## src/rtl/if_stage_pipe.sv

```systemverilog
// if_stage_pipe: MIPS instruction-fetch stage with PC, next-PC select,
// imem req/ready handshake, IF/ID register, stall/flush, stall counter.
// Ports: clk, rst (async active-low); stall, and_z_b, Jmp, branch_adder,
//   jmp_addr, address_on_reg from hazard unit / ID; imem_req, imem_addr,
//   imem_ready, imem_rdata to instruction memory; instruction, pc2id,
//   if_id_valid to ID; misalign pulse; stall_cycles saturating counter.
module if_stage_pipe #(
    parameter int ADDR_W = 32,
    parameter logic [ADDR_W-1:0] RESET_PC = '0,
    parameter int CNT_W = 16
) (
    input  logic              clk,
    input  logic              rst,
    input  logic              stall,
    input  logic              and_z_b,
    input  logic [1:0]        Jmp,
    input  logic [ADDR_W-1:0] branch_adder,
    input  logic [25:0]       jmp_addr,
    input  logic [ADDR_W-1:0] address_on_reg,
    output logic              imem_req,
    output logic [ADDR_W-1:0] imem_addr,
    input  logic              imem_ready,
    input  logic [31:0]       imem_rdata,
    output logic [31:0]       instruction,
    output logic [ADDR_W-1:0] pc2id,
    output logic              if_id_valid,
    output logic              misalign,
    output logic [CNT_W-1:0]  stall_cycles
);

    typedef enum logic {
        BOOT,
        RUN
    } state_t;

    state_t            state_q;
    state_t            state_d;
    logic [ADDR_W-1:0] pc;
    logic [ADDR_W-1:0] pc_plus4;
    logic [ADDR_W-1:0] jtgt;
    logic [ADDR_W-1:0] tgt_raw;
    logic [ADDR_W-1:0] tgt;
    logic              is_jr;
    logic              is_j;
    logic              redirect;
    logic              tgt_mis;
    logic              run;

    assign pc_plus4 = pc + ADDR_W'(4);
    assign imem_addr = pc;
    assign run = (state_q == RUN);
    assign imem_req = run;

    // Upper PC bits come from the delay-slot address, as in MIPS J-type.
    if (ADDR_W > 28) begin : g_jwide
        assign jtgt = {pc_plus4[ADDR_W-1:28], jmp_addr, 2'b00};
    end else begin : g_jnarrow
        assign jtgt = {jmp_addr, 2'b00};
    end

    assign is_jr = (Jmp == 2'b10);
    assign is_j = (Jmp == 2'b01);
    assign redirect = is_jr | is_j | and_z_b;

    always_comb begin
        tgt_raw = branch_adder;
        unique case (1'b1)
            is_jr:   tgt_raw = address_on_reg;
            is_j:    tgt_raw = jtgt;
            default: tgt_raw = branch_adder;
        endcase
    end

    assign tgt = {tgt_raw[ADDR_W-1:2], 2'b00};
    assign tgt_mis = |tgt_raw[1:0];

    always_comb begin
        state_d = state_q;
        unique case (state_q)
            BOOT:    state_d = RUN;
            RUN:     state_d = RUN;
            default: state_d = BOOT;
        endcase
    end

    always_ff @(posedge clk or negedge rst) begin
        if (!rst) begin
            state_q <= BOOT;
        end else begin
            state_q <= state_d;
        end
    end

    always_ff @(posedge clk or negedge rst) begin
        if (!rst) begin
            pc           <= RESET_PC;
            instruction  <= '0;
            pc2id        <= '0;
            if_id_valid  <= 1'b0;
            misalign     <= 1'b0;
            stall_cycles <= '0;
        end else begin
            misalign <= 1'b0;
            if (run) begin
                if (redirect) begin
                    // Fetched word belongs to the wrong path: drop it.
                    pc          <= tgt;
                    if_id_valid <= 1'b0;
                    misalign    <= tgt_mis;
                end else if (stall || !imem_ready) begin
                    if (!stall) begin
                        if_id_valid <= 1'b0;
                    end
                    if (stall_cycles != '1) begin
                        stall_cycles <= stall_cycles + 1'b1;
                    end
                end else begin
                    pc          <= pc_plus4;
                    instruction <= imem_rdata;
                    pc2id       <= pc_plus4;
                    if_id_valid <= 1'b1;
                end
            end
        end
    end

endmodule

```

## config.mk

```make
export PLATFORM = sky130hd
export DESIGN_NAME = if_stage_pipe
export DESIGN_NICKNAME = d
export VERILOG_FILES = /design/src/rtl/if_stage_pipe.sv
export SDC_FILE = /design/constraint.sdc
export NUM_CORES = 1
export LEC_CHECK = 0
export CAP_MARGIN = 10
export CELL_PAD_IN_SITES_DETAIL_PLACEMENT = 1
export CELL_PAD_IN_SITES_GLOBAL_PLACEMENT = 2
export CORE_MARGIN = 5
export CORE_UTILIZATION = 24
export CTS_CLUSTER_DIAMETER = 120
export DETAILED_ROUTE_END_ITERATION = 16
export PLACE_DENSITY = 0.88
export REMOVE_ABC_BUFFERS = 1
export SLEW_MARGIN = 20
export SYNTH_ARGS = -nofsm -noshare
export SYNTH_HDL_FRONTEND = slang
export SYNTH_SLANG_ARGS = --single-unit
```

## constraint.sdc

```tcl
create_clock -name clk -period 2.7 [get_ports clk]
set_input_delay 0.54 -clock clk [delete_from_list [all_inputs] [get_ports clk]]
set_output_delay 0.54 -clock clk [all_outputs]
set_load 0.005 [all_outputs]
```

Word-level counts from Yosys, hierarchy flattened:

Cells that the tools add are included.
Widths: inputs -> output; s select.

* bits in registers: 115
* output and inout bits: 115
* word-level logic and storage cells: 33

* add/sub/neg operators: 2
* equality and inequality tests: 5
* mux-type cells: 8
* bitwise operators: 4
* reductions and logical operators: 7

Operator list (count)
* $mux 32: 2
* $pmux 32 s2: 1
* $add 32x3->32 const B: 1
* $add 16x1->16 const B: 1
* $ne 16x16->1 const B: 1
* $mux 1: 5
* $reduce_and 2->1: 2
* $reduce_and 4->1: 1
* $ne 3x3->1 const B: 1
* $reduce_and 3->1: 1
* $eq 2x1->1 const B: 1
* $eq 2x2->1 const B: 1
* $ne 2x2->1 const B: 1
* $not 1->1: 2
* $or 1x1->1: 2
* $reduce_or 2->1: 1
* $logic_not 1->1: 1
* $logic_or 1x1->1: 1

Logic depth before layout (Yosys ltp):

Gate-level depths: netlist of the first run.

* depth in word-level cells: 5
* gate-level depth with buffers: 10
* mapped depth without buffers: 7

Worst setup path before layout of the first run:

No wires, ideal clock.

* kind: input port to flip-flop
* start: in Jmp[0]
* end: reg stall_cycles[6]
* arrival: 2.083 ns
* path slack: 0.494 ns
* stages on the path: 7
* buffers on the path: 0
* cell sequence: inv_1 -> ha_1 -> nand2b_1 -> or4b_2 -> a21oi_1 -> nand4_1 -> xnor2_1

* longest elaborated chain between the ends: 5
* elaborated cells on any way between the ends: 6
* classes of those cells: eq/ne: 2; bitwise: 3; reduce/logical: 1

RTL lines
* from (decl): line 16 `input logic [1:0] Jmp,`
* $eq 2x2->1 or $eq 2x1->1 (tied branches): line 61, 62
* $or 1x1->1 * (2 in a row): line 63 `assign redirect = is_jr | is_j | and_z_b;`
* $not 1->1 (no line) *
* $reduce_and 4->1 (no line) *
* to (signal assigned): line 115 `stall_cycles <= stall_cycles + 1'b1;`
* to (decl): line 28 `output logic [CNT_W-1:0] stall_cycles`

Every way passes the cells marked *; elsewhere a longest branch is shown, timed or not.
A chain may end at the register's enable or synchronous reset.

Final worst setup path of the first run:

* start: in Jmp[0]
* end: reg pc[18], in the netlist imem_addr[18]

* longest elaborated chain between the ends: 5
* elaborated cells on any way between the ends: 8
* classes of those cells: eq/ne: 3; mux: 2; bitwise: 2; reduce/logical: 1

RTL lines
* $eq 2x2->1 or $eq 2x1->1 (tied branches): line 61, 62
* $or 1x1->1 (2 in a row): line 63
* $ne 2x2->1 (no line)
* $reduce_and 2->1 (no line)
* to (signal assigned): line 107 `pc <= tgt;`
* to (signal assigned): line 118 `pc <= pc_plus4;`
* to (decl): line 38 `logic [ADDR_W-1:0] pc;`

Several ways; a longest one is shown, not always the timed one.

==> results of run 1 <==
[what timing repair did]
action,CTS,global route
buffers inserted,0,1
endpoints found under the setup margin,0,3
hold buffers,0,0
gates resized for setup,0,1
[layout make-up]
class                           instances  area share
Multi-Input combinational cell        496      0.3129
Timing Repair Buffer                  284      0.3073
Sequential cell                       111      0.3006
Tap cell                              324     0.04387
Clock buffer                            9     0.02437
Clock inverter                          7    0.007040
Inverter                                9    0.003656
Antenna cell                            1   0.0002708
[how the worst min path moves through the flow]
stage | startpoint | to | slack [ns] | depth (start not counted)
2_1_floorplan | rst | if_id_valid | 0.24 | 0
3_3_place_gp | instruction[27] | instruction[27] | 0.46 | 2
3_5_place_dp | instruction[29] | instruction[29] | 0.46 | 2
4_1_cts | rst | stall_cycles[3] | 0.14 | 1
5_1_grt | rst | stall_cycles[5] | 0.16 | 1
6_report | rst | stall_cycles[3] | 0.14 | 1
[cell families (layout without fill, tap and decap cells)]
logic type	Yosys count	in the layout	synth area share
simple gates	288	288	0.2318
compound gates	155	155	0.1764
flops	111	111	0.4734
buf+inv	59	309	0.04116
xor+xnor	39	39	0.05822
mux	5	5	0.009170
fa+ha+maj	4	4	0.008531
other cells	2	6	0.001280
[flip-flops by register name (all words and copies together) (netlist names)]
signal	cells
if_id_valid	1
imem_addr	30
imem_req	1
instruction	32
misalign	1
pc2id	30
stall_cycles	16
[layout by cell type, fill, tap and decap left out, types with 9 or more instances in the layout]
| master | n |
|---|---|
| a211oi_1 | 10 |
| a21oi_1 | 22 |
| a221oi_1 | 19 |
| a22oi_1 | 13 |
| and3_1 | 9 |
| buf_12 | 9 |
| buf_4 | 37 |
| clkbuf_16 | 9 |
| clkdlybuf4s50_1 | 238 |
| dfrtp_1 | 111 |
| inv_1 | 9 |
| nand2_1 | 165 |
| nand3_1 | 26 |
| nor2_1 | 35 |
| o21ai_0 | 54 |
| xnor2_1 | 23 |
| xor2_1 | 16 |
[cell usage after synthesis, drive strengths merged (10+ instances only)]
master  instances
nand2         166
dfrtp         111
o21ai          55
clkbuf         39
nor2           35
nand3          27
a21oi          23
xnor2          23
a221oi         19
xor2           16
a22oi          13
buf            11
a211oi         10
nand4          10
[stage by stage]
stage                     power [W]  hold WS, ns  instance area, µm²
after detailed placement   0.004379       0.4633                8937
after global placement     0.004316       0.4567                8937
after floorplan            0.002977       0.2444                5670
final                      0.005670       0.1388                9241
after CTS                  0.005788       0.1416                9228
after global routing       0.006048       0.1634                9239
[metal layers]
| metal | GRT usage | share of wire |
|---|---|---|
| met2 | 0.2731 | 0.47 |
| met5 | 0 | 0.00056 |
| met4 | 0.03095 | 0.0081 |
| met3 | 0.04070 | 0.066 |
| met1 | 0.2216 | 0.46 |
[report_power, final]
part	total, W	internal, W	switching [W]
registers	0.00242	0.00203	0.000392
clock network	0.00136	0.000651	0.000710
logic	0.00188	0.00115	0.000735
total	0.00567	0.00383	0.00184
==> run metrics, run 1 <==
status completed; most frequent CP cell buf_12; cell leakage power 3.889 nW; die area 0.02767 mm²; VDD IR max 0.3753 mV; drt drc 0; CTS tree done; Syn-to-layout area delta 57.52%; Crit path depth 9; WP buf/inv 5; Synth Flop Type dfrtp_1; Peak Freq 395.4 MHz; post-route insts no fill 1241; Slew Limit Fails 0; Hold Crit Class input pin to asynchronous set/reset pin; share of cells above drive strength 1 0.08515; fin util 0.3822; Final min period 2.529 ns; Clock transition at path regs 0.09 ns; max capacitance violation total 0; total gr overflow 0; fraction of the yosys area taken by sequential cells 0.4734; Post-Syn Area per Cell 8.849 µm²; Synth area leaders dfrtp_1, nand2_1, o21ai_0; pwr dens 613.5 mW/mm²; critical path's top delay family buffers and inverters; FF-to-FF setup slack 0.39 ns; Post-Place Setup Slack -0.2605 ns; Startpoint Class input pin; vias in the first global route 6218; die width 166.4 µm; Worst-Margin Slew 0.7994 ns; first-pass GRT wire length 36.71 mm; Clock Path Buffers 2; crit path launch Jmp[0]; share of the synthesized area in the top cell type 0.4734; root buffer cell clkbuf_16; reg2reg start imem_addr[2]; critical path cell sequence clkdlybuf4s50_1, inv_1, ha_2, buf_4, nor2b_2, buf_12, nand3_4, buf_12, o311ai_0; count of final hold-check violations 0; worst reg-to-reg path cell count 6; Tcrit/Tclk final 0.9366; # IOs 244; Routed WL 23.25 mm; Worst setup EP type flop; initial antenna violation count 1; placed instance count 1223; Clock Skew 0.01071 ns; Initial Util 0.2427; I/O Buffers 239; Setup violations, final 0; Sink Count 111; fin worst setup slack 0.1712 ns; register area 0.002778 mm²; Mapped Cells 663; Clk Latency, worst-skew pair 0.35 ns; CP max stage cell clkdlybuf4s50_1; Avg WL per Cell 18.73 µm; 1st-pass router iterations 5; dpl hpwl 18.02 mm; post-synth design cell area 0.005867 mm²; worst r2r dst imem_addr[30]; DRT iter0 DRCs 315; RD Place Congestion 0.8004; core area 0.02418 mm²; Post-synth EDFFs 0; synthesis warning total 0; Crit Path Max Fanout 30; # nets final 1044; Max transition margin 0.4660; register bit count reported by yosys 111; Tot GR Track Use 0.1648; Multi-input gate area 0.002892 mm²; CTS buffer count 9; asr flop ratio synth 1.000; CP arrival 2.77 ns; Worst path max stage delay 0.47 ns; cell taking the most area after synthesis dfrtp_1; H-tree depth 3; DR vias/cell 4.784; Worst Path Required 2.94 ns; Layout fillers 2781; Setup Total Neg Slack 0 ns; routed vias 5937; RSZ-0062 raised after global routing false; height of the die 166.4 µm; post-route ant nets 0; CP Capture Point imem_addr[18]; largest net degree at the start of global routing 40; crit path kind input pin to flop; Distinct cells, synth 62; Site Rows 57
Note: power is estimated with default switching activity, not from simulation.
==> run 2: changes to the inputs <==
Settings changed: CORE_MARGIN 5 to unset, CTS_CLUSTER_DIAMETER 120 to unset.
==> run 2 against run 1 <==
  * Non-clock buffer count grew 4
  * Die area fell by 9.4%
  * Maximum frequency up 0.42%
  * Critical path type unchanged
==> run metrics, run 2 (same netlist as run 1, synthesis figures left out) <==
total gr overflow 0 (unchanged); H-tree depth 3 (unchanged); DR vias/cell 4.808 (+0.49%); status completed; dpl hpwl 17.47 mm (-3.0%); Biggest register instruction; Clock Path Buffers 2 (unchanged); drt drc 0 (unchanged); fin worst setup slack 0.1818 ns (+0.01059 ns); routed vias 5971 (+0.57%); CTS tree done; Startpoint Class input pin; placed instance count 1223 (unchanged); post-route insts no fill 1242 (+0.081%); VDD IR max 0.2641 mV (-30%); Slew Limit Fails 0 (unchanged); height of the die 158.4 µm (-4.8%); Hold Crit Class input pin to asynchronous set/reset pin; pwr dens 622.1 mW/mm² (+1.4%); Tot GR Track Use 0.1858 (+0.02092); worst hold slack 0.1288 ns (-0.009954 ns); core area 0.02375 mm² (-1.8%); Clock transition at path regs 0.08 ns (about the same); Setup violations, final 0 (unchanged); # IOs 244 (unchanged); max reg flops 32 (unchanged); RSZ-0062 raised after global routing false; # nets final 1048 (+0.38%); Clk Latency, worst-skew pair 0.36 ns (about the same); Site Rows 56 (-1.8%); share of cells above drive strength 1 0.08804 (+0.002891); Avg WL per Cell 18.19 µm (-2.9%); root buffer cell clkbuf_16; Max transition margin 0.4396 (-0.02635); 1st-pass router iterations 4 (-1); fin util 0.3918 (+0.009565); post-CTS setup buffers 0 (unchanged); initial antenna violation count 7 (+6); cell leakage power 3.929 nW (+1.0%); Clock Skew 0.008755 ns (-0.001957 ns); count of final hold-check violations 0 (unchanged); Worst-Margin Slew 0.8389 ns (+0.03945 ns); die width 158.4 µm (-4.8%); cts hold-fix bufs 0 (unchanged); Worst Path Required 2.99 ns (+0.05 ns); placed instance area 0.008969 mm² (+0.35%); Final min period 2.518 ns (-0.01059 ns); Routed WL 22.59 mm (-2.8%); CTS buffer count 9 (unchanged); die area 0.02507 mm² (-9.4%); most frequent cells in the layout clkdlybuf4s50_1, nand2_1, dfrtp_1; first-pass GRT wire length 35.42 mm (-3.5%); fin area 0.009306 mm² (+0.70%); Syn-to-layout area delta 58.63%; Peak Freq 397.1 MHz (+0.42%); RD Place Congestion 0.8043 (+0.49%); DRT iter0 DRCs 241 (-23%); max capacitance violation total 0 (unchanged); crit path kind input pin to flop; Sink Count 111 (unchanged); vias in the first global route 6266 (+0.77%); commonest non-fill, non-tap cell in the layout clkdlybuf4s50_1; Crit Path Max Fanout 7 (-77%); Initial Util 0.2470 (+0.004333); largest net degree at the start of global routing 39 (-2.5%); Post-Place Setup Slack -0.3160 ns (-0.05550 ns); I/O Buffers 239 (unchanged); post-route ant nets 0 (unchanged); Tcrit/Tclk final 0.9327 (-0.003923); Worst setup EP type flop; CP arrival 2.80 ns (+0.03 ns)
[run 2: final timing paths]
| kind | slack [ns] | end | depth (start not counted) | from |
|---|---|---|---|---|
| max in group asynchronous | 1.90 | instruction[28] | 2 | rst |
| setup / recovery | 0.18 | stall_cycles[15] | 10 | Jmp[0] |
| hold / removal | 0.13 | instruction[12] | 1 | rst |
| hold reg to reg | 0.47 | instruction[18] | 2 | instruction[18] |
| min in group clk | 0.47 | instruction[18] | 2 | instruction[18] |
| setup reg to reg | 0.45 | pc2id[15] | 5 | imem_addr[4] |
[run 2: stage by stage]
step	TNS [ns]	total power, W
after global routing	0	0.006141
final	0	0.005790
after global placement	-2.217	0.004303
after detailed placement	-3.395	0.004361
after floorplan	-170.51	0.002977
after CTS	0	0.005870
[run 2: repair_timing]
action | in CTS | in global routing
endpoints found under the setup margin | 0 | 4
resized for setup | 0 | 2
endpoints found under the hold margin | 0 | 0
[run 2: layout make-up]
class                           instances  area, µm²
Timing Repair Buffer                  288       2870
Inverter                                9      33.78
Clock buffer                           10      229.0
Multi-Input combinational cell        496       2895
Tap cell                              319      399.1
Antenna cell                            3      7.507
Sequential cell                       111       2778
Fill cell                            2710      14450
Clock inverter                          6      93.84
[run 2: power by group]
part           internal, W  switching [W]
Clock             0.000822       0.000664
Combinational      0.00115       0.000722
Sequential         0.00203       0.000397
[run 2: per-layer routing]
| metal | track usage | vias to the layer above | share of wire |
|---|---|---|---|
| li1 | - | 2839 | - |
| met2 | 0.3056 | 193 | 0.47 |
| met4 | 0.05220 | 6 | 0.015 |
| met5 | 0 | - | 0.0018 |
| met3 | 0.05825 | 28 | 0.075 |
| met1 | 0.2327 | 2905 | 0.44 |
[run 2: critical path, cell delays in order]
cell	delay, ns
clkdlybuf4s50_1	0.48
inv_1	0.05
ha_2	0.34
nand2b_1	0.21
buf_4	0.23
nor4b_1	0.30
buf_4	0.17
nand2_1	0.12
nor3_1	0.21
xor2_1	0.17
